==> src/rtl/mem_arbiter_pkg.sv <==
// Shared definitions for the I-cache / D-cache memory arbiter.
//   state_t         : arbiter FSM encoding (idle / serving I / serving D)
//   ADDR_W_DEF      : default line-address width
//   LINE_W_DEF      : default memory line width
//   CLI_I / CLI_D   : client ids used for grant and last_grant
package mem_arbiter_pkg;

    localparam int ADDR_W_DEF = 28;
    localparam int LINE_W_DEF = 128;

    typedef enum logic [1:0] {
        S_IDLE   = 2'd0,
        S_SERV_I = 2'd1,
        S_SERV_D = 2'd2
    } state_t;

    localparam logic CLI_I = 1'b0;
    localparam logic CLI_D = 1'b1;

endpackage

==> src/rtl/arb_rr_pick.sv <==
// Combinational 2-way round-robin chooser.
//   i_req, d_req : pending requests from the I and D clients
//   last_grant   : client granted most recently (CLI_I / CLI_D)
//   grant_valid  : at least one request pending
//   grant_id     : chosen client; on a tie, the one not granted last
module arb_rr_pick
    import mem_arbiter_pkg::*;
(
    input  logic i_req,
    input  logic d_req,
    input  logic last_grant,
    output logic grant_valid,
    output logic grant_id
);

    always_comb begin
        grant_valid = i_req | d_req;
        grant_id    = CLI_I;
        if (i_req && d_req)
            grant_id = (last_grant == CLI_D) ? CLI_I : CLI_D;
        else if (d_req)
            grant_id = CLI_D;
    end

endmodule

==> src/rtl/mem_arbiter.sv <==
// Arbiter between the instruction cache and data cache line requests and the
// single shared 128-bit memory port. One transaction is open at a time; the
// winning request is latched into the mem_* registers and completion
// (mem_ready / mem_rdata) is routed back only to the granted client.
//   clk, proc_reset                 : clock, synchronous active-high reset
//   i_mem_read / i_mem_addr         : I-cache line fetch request (read only)
//   i_mem_ready / i_mem_rdata       : I-cache completion pulse and line
//   d_mem_read / d_mem_write        : D-cache request (write wins if both)
//   d_mem_addr / d_mem_wdata        : D-cache line address and write line
//   d_mem_ready / d_mem_rdata       : D-cache completion pulse and line
//   mem_read / mem_write            : registered memory command
//   mem_addr / mem_wdata            : registered memory address / write line
//   mem_rdata / mem_ready           : memory read data and completion
module mem_arbiter
    import mem_arbiter_pkg::*;
#(
    parameter int ADDR_W = ADDR_W_DEF,
    parameter int LINE_W = LINE_W_DEF
) (
    input  logic              clk,
    input  logic              proc_reset,
    input  logic              i_mem_read,
    input  logic [ADDR_W-1:0] i_mem_addr,
    output logic              i_mem_ready,
    output logic [LINE_W-1:0] i_mem_rdata,
    input  logic              d_mem_read,
    input  logic              d_mem_write,
    input  logic [ADDR_W-1:0] d_mem_addr,
    input  logic [LINE_W-1:0] d_mem_wdata,
    output logic              d_mem_ready,
    output logic [LINE_W-1:0] d_mem_rdata,
    output logic              mem_read,
    output logic              mem_write,
    output logic [ADDR_W-1:0] mem_addr,
    output logic [LINE_W-1:0] mem_wdata,
    input  logic [LINE_W-1:0] mem_rdata,
    input  logic              mem_ready
);

    state_t state, state_nxt;
    logic   last_grant;
    logic   i_req, d_req;
    logic   grant_valid, grant_id;
    logic   grant;
    logic   done;

    assign i_req = i_mem_read;
    assign d_req = d_mem_read | d_mem_write;

    arb_rr_pick u_pick (
        .i_req       (i_req),
        .d_req       (d_req),
        .last_grant  (last_grant),
        .grant_valid (grant_valid),
        .grant_id    (grant_id)
    );

    // Requests are only looked at from idle; in service they are ignored.
    assign grant = (state == S_IDLE) && grant_valid;
    // mem_ready outside a service state is spurious and dropped.
    assign done  = (state != S_IDLE) && mem_ready;

    // State register
    always_ff @(posedge clk) begin
        if (proc_reset)
            state <= S_IDLE;
        else
            state <= state_nxt;
    end

    // Next-state logic
    always_comb begin
        state_nxt = state;
        case (state)
            S_IDLE: begin
                if (grant_valid)
                    state_nxt = (grant_id == CLI_D) ? S_SERV_D : S_SERV_I;
            end
            S_SERV_I, S_SERV_D: begin
                if (mem_ready)
                    state_nxt = S_IDLE;
            end
            default: state_nxt = S_IDLE;
        endcase
    end

    // Output logic: completion goes straight through to the owner only.
    always_comb begin
        i_mem_ready = (state == S_SERV_I) && mem_ready;
        d_mem_ready = (state == S_SERV_D) && mem_ready;
        i_mem_rdata = i_mem_ready ? mem_rdata : '0;
        d_mem_rdata = d_mem_ready ? mem_rdata : '0;
    end

    // Latched memory command. Address/data keep their last values after
    // completion; only the command strobes clear.
    always_ff @(posedge clk) begin
        if (proc_reset) begin
            last_grant <= CLI_D;
            mem_read   <= 1'b0;
            mem_write  <= 1'b0;
            mem_addr   <= '0;
            mem_wdata  <= '0;
        end else if (grant) begin
            last_grant <= grant_id;
            if (grant_id == CLI_D) begin
                mem_addr  <= d_mem_addr;
                mem_wdata <= d_mem_wdata;
                mem_read  <= ~d_mem_write;
                mem_write <= d_mem_write;
            end else begin
                mem_addr  <= i_mem_addr;
                mem_wdata <= '0;
                mem_read  <= 1'b1;
                mem_write <= 1'b0;
            end
        end else if (done) begin
            mem_read  <= 1'b0;
            mem_write <= 1'b0;
        end
    end

endmodule

==> config.mk <==
export PLATFORM = sky130hd
export DESIGN_NAME = mem_arbiter
export DESIGN_NICKNAME = d
export VERILOG_FILES = /design/src/rtl/mem_arbiter_pkg.sv /design/src/rtl/arb_rr_pick.sv /design/src/rtl/mem_arbiter.sv
export SDC_FILE = /design/constraint.sdc
export NUM_CORES = 1
export LEC_CHECK = 0
export BUFFER_PORTS_ARGS = -buffer_cell sky130_fd_sc_hd__buf_2
export CORE_AREA = 2 2 287 289
export CTS_CLUSTER_SIZE = 20
export DETAILED_ROUTE_END_ITERATION = 8
export DIE_AREA = 0 0 289 291
export SLEW_MARGIN = 20
export SYNTH_ARGS = -nofsm -noshare
export SYNTH_HDL_FRONTEND = slang
export SYNTH_SLANG_ARGS = --single-unit
==> constraint.sdc <==
create_clock -name clk -period 4.1 [get_ports clk]
set_input_delay 0.205 -clock clk [delete_from_list [all_inputs] [get_ports clk]]
set_output_delay 0.205 -clock clk [all_outputs]
set_load 0.1 [all_outputs]
==> metrics.yaml, run 1 <==
run_status:
  status: "completed"
die:
  std_cell_rows: 105
  dieArea_mm2: 0.0841
  start_util_pct: 9.55
  core_area_mm2: 0.0812
  fp.dieW_um: 289
  num_io_pins: 734
  fp.dieH_um: 291
finish:
  final_cell_mix: "buf_2 (731), and3_1 (256), dlygate4sd3_1 (182)"
  syn_to_final_growth_pct: 92.7
  nFillCells: 9057
  final_common_cell: "buf_2"
  drive_gt1_share_pct: 44.3
  num-nets-final: 2085
routing:
  drc: 0
  drt-pass1-iter-count: 5
  viasPerCell: 3.93
  ant_nets: 0
  vias: 11200
  wl_um: 58800
  drt_iter0_drc: 750
  wl_per_cell_um: 20.6
sta:
  finalHoldViolCount: 0
  fin_setup_tns_ns: 0
  finalCriticalPeriod_ns: 3.01
  fmax_mhz: 332
  rsz0062_at_grt: "no"
  slew_viol_final: 0
  finalCritPeriodShare_pct: 73.5
  relSlewSlack_pct: 41.2
  worst_pin_slew_ns: 0.883
  clock_skew_ns: 0.0295
  final.setup.worst_slack_ns: 1.09
  finalSetupViolations: 0
synth:
  synth_mux_area_share_pct: 0
  synthSimpleGateAreaFrac_pct: 31.6
  yosys.area.top_type_share_pct: 41.6
  ys_seq_elements: 161
  synth_top_family_by_area: "simple AND/OR/NAND/NOR gates"
  seq_area_frac_synth_pct: 41.6
  synth_top_cell_by_area: "dfxtp_1"
  synth_compound_area_share_pct: 19.1
  synth-xor-area-share_pct: 0
  synth_adder_area_share_pct: 0.484
  synth_fp_nets: 1267
  ys_types: 28
  yosys_warnings: 0
  synth_area_mm2: 0.00776
  syn_inst: 946
  syn_avg_cell_area_um2: 8.20
  synth_area_leaders: "dfxtp_1 (42%), and3_1 (21%), a32oi_1 (14%)"
clocking:
  cts_buffers: 17
  clock_sinks: 161
  clock_latency_ns: 0.50
  htree_num_levels: 4
  post_cts_buffers: 0
  clk_pin_slew_ns: 0.08
  cts-root-buf: "clkbuf_16"
  clk_path_buf_depth: 2
  cts_tree: "yes"
run:
  cap_violations: 0
power:
  cellLeakagePower_nw: 8.22
  p_clk_share_pct: 25.4
  swShare_pct: 52.3
  p_int_mw: 3.51
  ir_worst_vdd_mv: 0.457
  p_per_area_mw_per_mm2: 493
  p_comb_share_pct: 49.6
  pwr-share-seq_pct: 25.0
  p_switching_mw: 3.86
placed_design:
  dp_hpwl_um: 44200
  dp_slack_ns: 1.36
  port_buffers: 733
  place.gp.congestion: 0.974
global_routing:
  track_usage_pct: 13.3
  grt_antenna_before_repair: 54
  grt_pass1_wl_um: 78400
  grt_pass1_vias: 10400
  grt_max_degree: 159
  overflow: 0
hold_path:
  min_path_type: "in2reg"
worst_setup_path:
  critPathLaunchType: "flop"
  crit_path_max_fanout: 85
  crit_required_ns: 3.89
  endpoint_kind: "output port"
  critical_path_arrival_ns: 2.81
  critPathKind: "reg2out"
[through the flow]
| step | util [%] | hold slack [ns] | cell area [um^2] | power (mW) | std cells |
|---|---|---|---|---|---|
| floorplan | - | 0.364 | 7760 | 4.60 | 946 |
| global placement | 15.3 | 0.461 | 12400 | 5.30 | 2632 |
| detailed placement | 15.3 | 0.470 | 12400 | 5.31 | 2632 |
| CTS | 18.3 | 0.00154 | 14900 | 7.42 | 2845 |
| global route | 18.4 | 0.00641 | 14900 | 7.67 | 2852 |
| finish | 18.4 | 0.0585 | 14900 | 7.37 | 2856 |
[power by group through the flow]
stage | clock, mW | combinational (mW) | sequential [mW]
CTS | 1.96 | 3.63 | 1.84
global placement | 0 | 3.44 | 1.87
floorplan | 0 | 1.52 | 3.08
detailed placement | 0 | 3.45 | 1.87
global route | 2.01 | 3.80 | 1.86
finish | 1.87 | 3.66 | 1.84
[per-layer routing]
metal	share of wire (%)	track usage (%)	vias up
met5	0.31	0	-
met4	4.2	7.23	26
met3	9.8	5.31	152
met2	45	20.7	735
met1	41	15.6	5184
li1	-	-	5141
[synthesized netlist by cell type (all sizes together)]
master and instances:
dfxtp 161, ha 3, nand3 2, a32oi 128, nor2 158, o2bb2ai 1
and3 256, nand2b 1, nand2 57, and2 2, a2bb2oi 1, a311oi 28
a21o 1, inv 2, buf 39, o31a 1, o31ai 1, a21oi 4
a221o 1, clkbuf 92, nor4b 1, o21ai 4, o2111ai 1, nor2b 1
[layout make-up]
type	count	area, um^2	share of cell area (%)
inverters	2	7.51	0.0502
diodes	10	25.0	0.167
clock buffers	17	425	2.85
flip-flops and latches	161	3220	21.6
clock inverters	14	223	1.49
repair buffers	930	5660	37.9
multi-input cells	652	4040	27.0
well taps	1070	1340	8.96
[repair_timing]
item | 4_1_cts | 5_1_grt
hold buffers | 182 | 0
gates resized for setup | 0 | 0
hold endpoints to repair | 155 | 0
[path summary, 6_finish.rpt]
kind,slack (ns),startpoint,cells past startpoint,end
max,1.09,state[0]$_SDFFE_PP0P_,5,d_mem_rdata[59]
min,0.06,i_mem_addr[27],3,mem_addr[27]$_SDFFE_PP0P_
max reg2reg,1.33,state[0]$_SDFFE_PP0P_,7,mem_write$_SDFFE_PP0P_
min reg2reg,0.48,mem_read$_SDFFE_PP0P_,2,mem_read$_SDFFE_PP0P_
[kinds of logic (layout without fill, tap and decap cells)]
family,after synthesis,after routing
flip-flops,161,161
AND/OR/NAND/NOR,478,478
other,0,10
buffers and inverters,133,963
adder cells (fa/ha/maj),3,3
AO/OA/AOI/OAI,171,171
[state kept, by name, summed over array words and instances (netlist names)]
register	cells
last_grant	1
mem_wdata	128
state	2
mem_addr	28
mem_write	1
mem_read	1
[worst max-delay path, stage by stage, from the launching register on]
cell and delay [ns]:
dfxtp_1 0.35, inv_1 0.17, ha_4 0.71, buf_4 0.38
and3_1 0.19, buf_2 0.43
No activity file was read; power rests on OpenSTA's default activity.
==> inputs of run 2 (changes only) <==
--- a/config.mk
+++ b/config.mk
@@ -6,10 +6,10 @@
 export NUM_CORES = 1
 export LEC_CHECK = 0
 export BUFFER_PORTS_ARGS = -buffer_cell sky130_fd_sc_hd__buf_2
-export CORE_AREA = 2 2 287 289
+export CORE_AREA = 2 2 289 291
 export CTS_CLUSTER_SIZE = 20
 export DETAILED_ROUTE_END_ITERATION = 8
-export DIE_AREA = 0 0 289 291
+export DIE_AREA = 0 0 291 293
 export SLEW_MARGIN = 20
 export SYNTH_ARGS = -nofsm -noshare
 export SYNTH_HDL_FRONTEND = slang
==> constraint.sdc (replaced) <==
create_clock -name clk -period 3.2 [get_ports clk]
set_input_delay 0.16 -clock clk [delete_from_list [all_inputs] [get_ports clk]]
set_output_delay 0.16 -clock clk [all_outputs]
set_load 0.1 [all_outputs]
==> run 2 against run 1 <==
Clock skew is 0.015 ns lower. Sequential power increased by 28%. First-iteration DRC count decreased by 5.7%. Core utilization down 0.087 points. Hold slack improved by 0.018 ns. Critical path depth rose by 2. Via count barely moved. Worst setup slack worse by 0.57 ns. Clock power increased by 21%. Largest power group unchanged.
==> metrics.yaml, run 2 (synthesized netlist as in run 1, its figures left out) <==
clocking:
  clock_latency_ns: 0.48
  cts_buffers: 17
  clk_path_buf_depth: 2
  clock_sinks: 161
  clk_pin_slew_ns: 0.08
  htree_num_levels: 4
  cts-root-buf: "clkbuf_16"
  cts_tree: "yes"
  post_cts_buffers: 0
finish:
  top_register: "mem_wdata"
  regArea_mm2: 0.00322
  multi_input_area_mm2: 0.00403
  syn_to_final_growth_pct: 93.3
  largest_reg_flops: 128
  fin_util_pct: 18.3
  final_common_cell: "buf_2"
  num-nets-final: 2090
  nFillCells: 9121
  final_cell_mix: "buf_2 (731), and3_1 (256), dlygate4sd3_1 (185)"
  reg.largest.list: "mem_wdata (128), mem_addr (28), state (2)"
  drive_gt1_share_pct: 44.3
global_routing:
  track_usage_pct: 12.4
  grt_max_degree: 138
  grt_pass1_vias: 10500
  overflow: 0
  grt_antenna_before_repair: 52
  grt_pass1_wl_um: 76100
power:
  p_per_area_mw_per_mm2: 621
  cellLeakagePower_nw: 8.24
  ir_worst_vdd_mv: 0.755
sta:
  finalCriticalPeriod_ns: 2.68
  clock_skew_ns: 0.0146
  worst_pin_slew_ns: 1.03
  relSlewSlack_pct: 31.5
  slew_viol_final: 0
  fin_setup_tns_ns: 0
  finalSetupViolations: 0
  fmax_mhz: 373
  rsz0062_at_grt: "no"
  finalCritPeriodShare_pct: 83.9
  finalHoldViolCount: 0
worst_setup_path:
  endpoint_kind: "flop"
  cp_num_buf_inv: 3
  crit_required_ns: 3.63
  critical_path_arrival_ns: 3.11
  slowest_stage: "dlygate4sd3_1"
  path_depth: 7
  critPathKind: "reg2reg"
  worstRegToRegCells: 7
  critPathLaunchType: "flop"
  path_cells: "inv_1 -> ha_4 -> o31a_2 -> buf_4 -> nor2_1 -> a311oi_1 -> dlygate4sd3_1"
  crit_family: "buffers and inverters"
  crit_path_max_incr_delay_ns: 0.58
  crit_path_max_fanout: 56
die:
  fp.dieW_um: 291
  start_util_pct: 9.48
  dieArea_mm2: 0.0853
  fp.dieH_um: 293
  std_cell_rows: 105
  core_area_mm2: 0.0818
  num_io_pins: 734
routing:
  ant_nets: 0
  wl_um: 55300
  drt-pass1-iter-count: 5
  drt_iter0_drc: 707
  viasPerCell: 3.92
  wl_per_cell_um: 19.3
  drc: 0
  vias: 11200
placed_design:
  place.gp.congestion: 0.882
  dp_hpwl_um: 42300
  port_buffers: 733
hold_path:
  min_path_type: "in2reg"
  holdPathStages: 3
run:
  cap_violations: 0
run_status:
  status: "completed"
run 2: worst paths after layout:
check | from | endpoint | slack, ns
worst max-delay path | state[0]$_SDFFE_PP0P_ | mem_addr[2]$_SDFFE_PP0P_ | 0.52
worst min-delay path | d_mem_write | mem_write$_SDFFE_PP0P_ | 0.08
worst max register to register | state[0]$_SDFFE_PP0P_ | mem_addr[2]$_SDFFE_PP0P_ | 0.52
worst min register to register | mem_wdata[124]$_SDFFE_PP0P_ | mem_wdata[124]$_SDFFE_PP0P_ | 0.48
run 2: power breakdown:
group	switching (mW)	internal, mW
registers	0.130	2.23
logic	3.73	0.952
clock network	1.06	1.21
run 2: worst register-to-register path, stage by stage, from the launching register on:
cell	delay, ns
dfxtp_1	0.35
inv_1	0.17
ha_4	0.37
o31a_2	0.21
buf_4	0.48
nor2_1	0.17
a311oi_1	0.30
dlygate4sd3_1	0.58
run 2: layout make-up:
class	instances	share of cell area, %
flip-flops and latches	161	21.5
well taps	1070	8.93
multi-input cells	652	26.9
clock buffers	18	2.93
clock inverters	14	1.24
repair buffers	935	38.3
inverters	2	0.0501
diodes	12	0.200
run 2: metal layers:
| layer | up-vias | global-route usage (%) | routed length (um) |
|---|---|---|---|
| met2 | 731 | 20.4 | 25600 |
| met5 | - | 0 | 133 |
| met1 | 5202 | 15.0 | 22500 |
| li1 | 5148 | - | - |
| met3 | 132 | 3.62 | 4780 |
| met4 | 20 | 5.76 | 2330 |
run 2: per-stage QoR:
| stage | area, um^2 | hold WS [ns] | setup slack, ns | total power [mW] | cells |
|---|---|---|---|---|---|
| after global routing | 15000 | 0.0692 | 0.309 | 9.72 | 2852 |
| after CTS | 15000 | 0.00813 | 0.511 | 9.40 | 2852 |
| after detailed placement | 12500 | 0.427 | 0.637 | 6.80 | 2635 |
| after floorplan | 7760 | 0.319 | 1.21 | 5.89 | 946 |
| final | 15000 | 0.0763 | 0.516 | 9.32 | 2864 |
| after global placement | 12500 | 0.415 | 0.643 | 6.79 | 2635 |
run 2: what timing repair did:
action | CTS | global route
hold buffers | 185 | 0
gates resized for setup | 0 | 0
endpoints found under the hold margin | 157 | 0
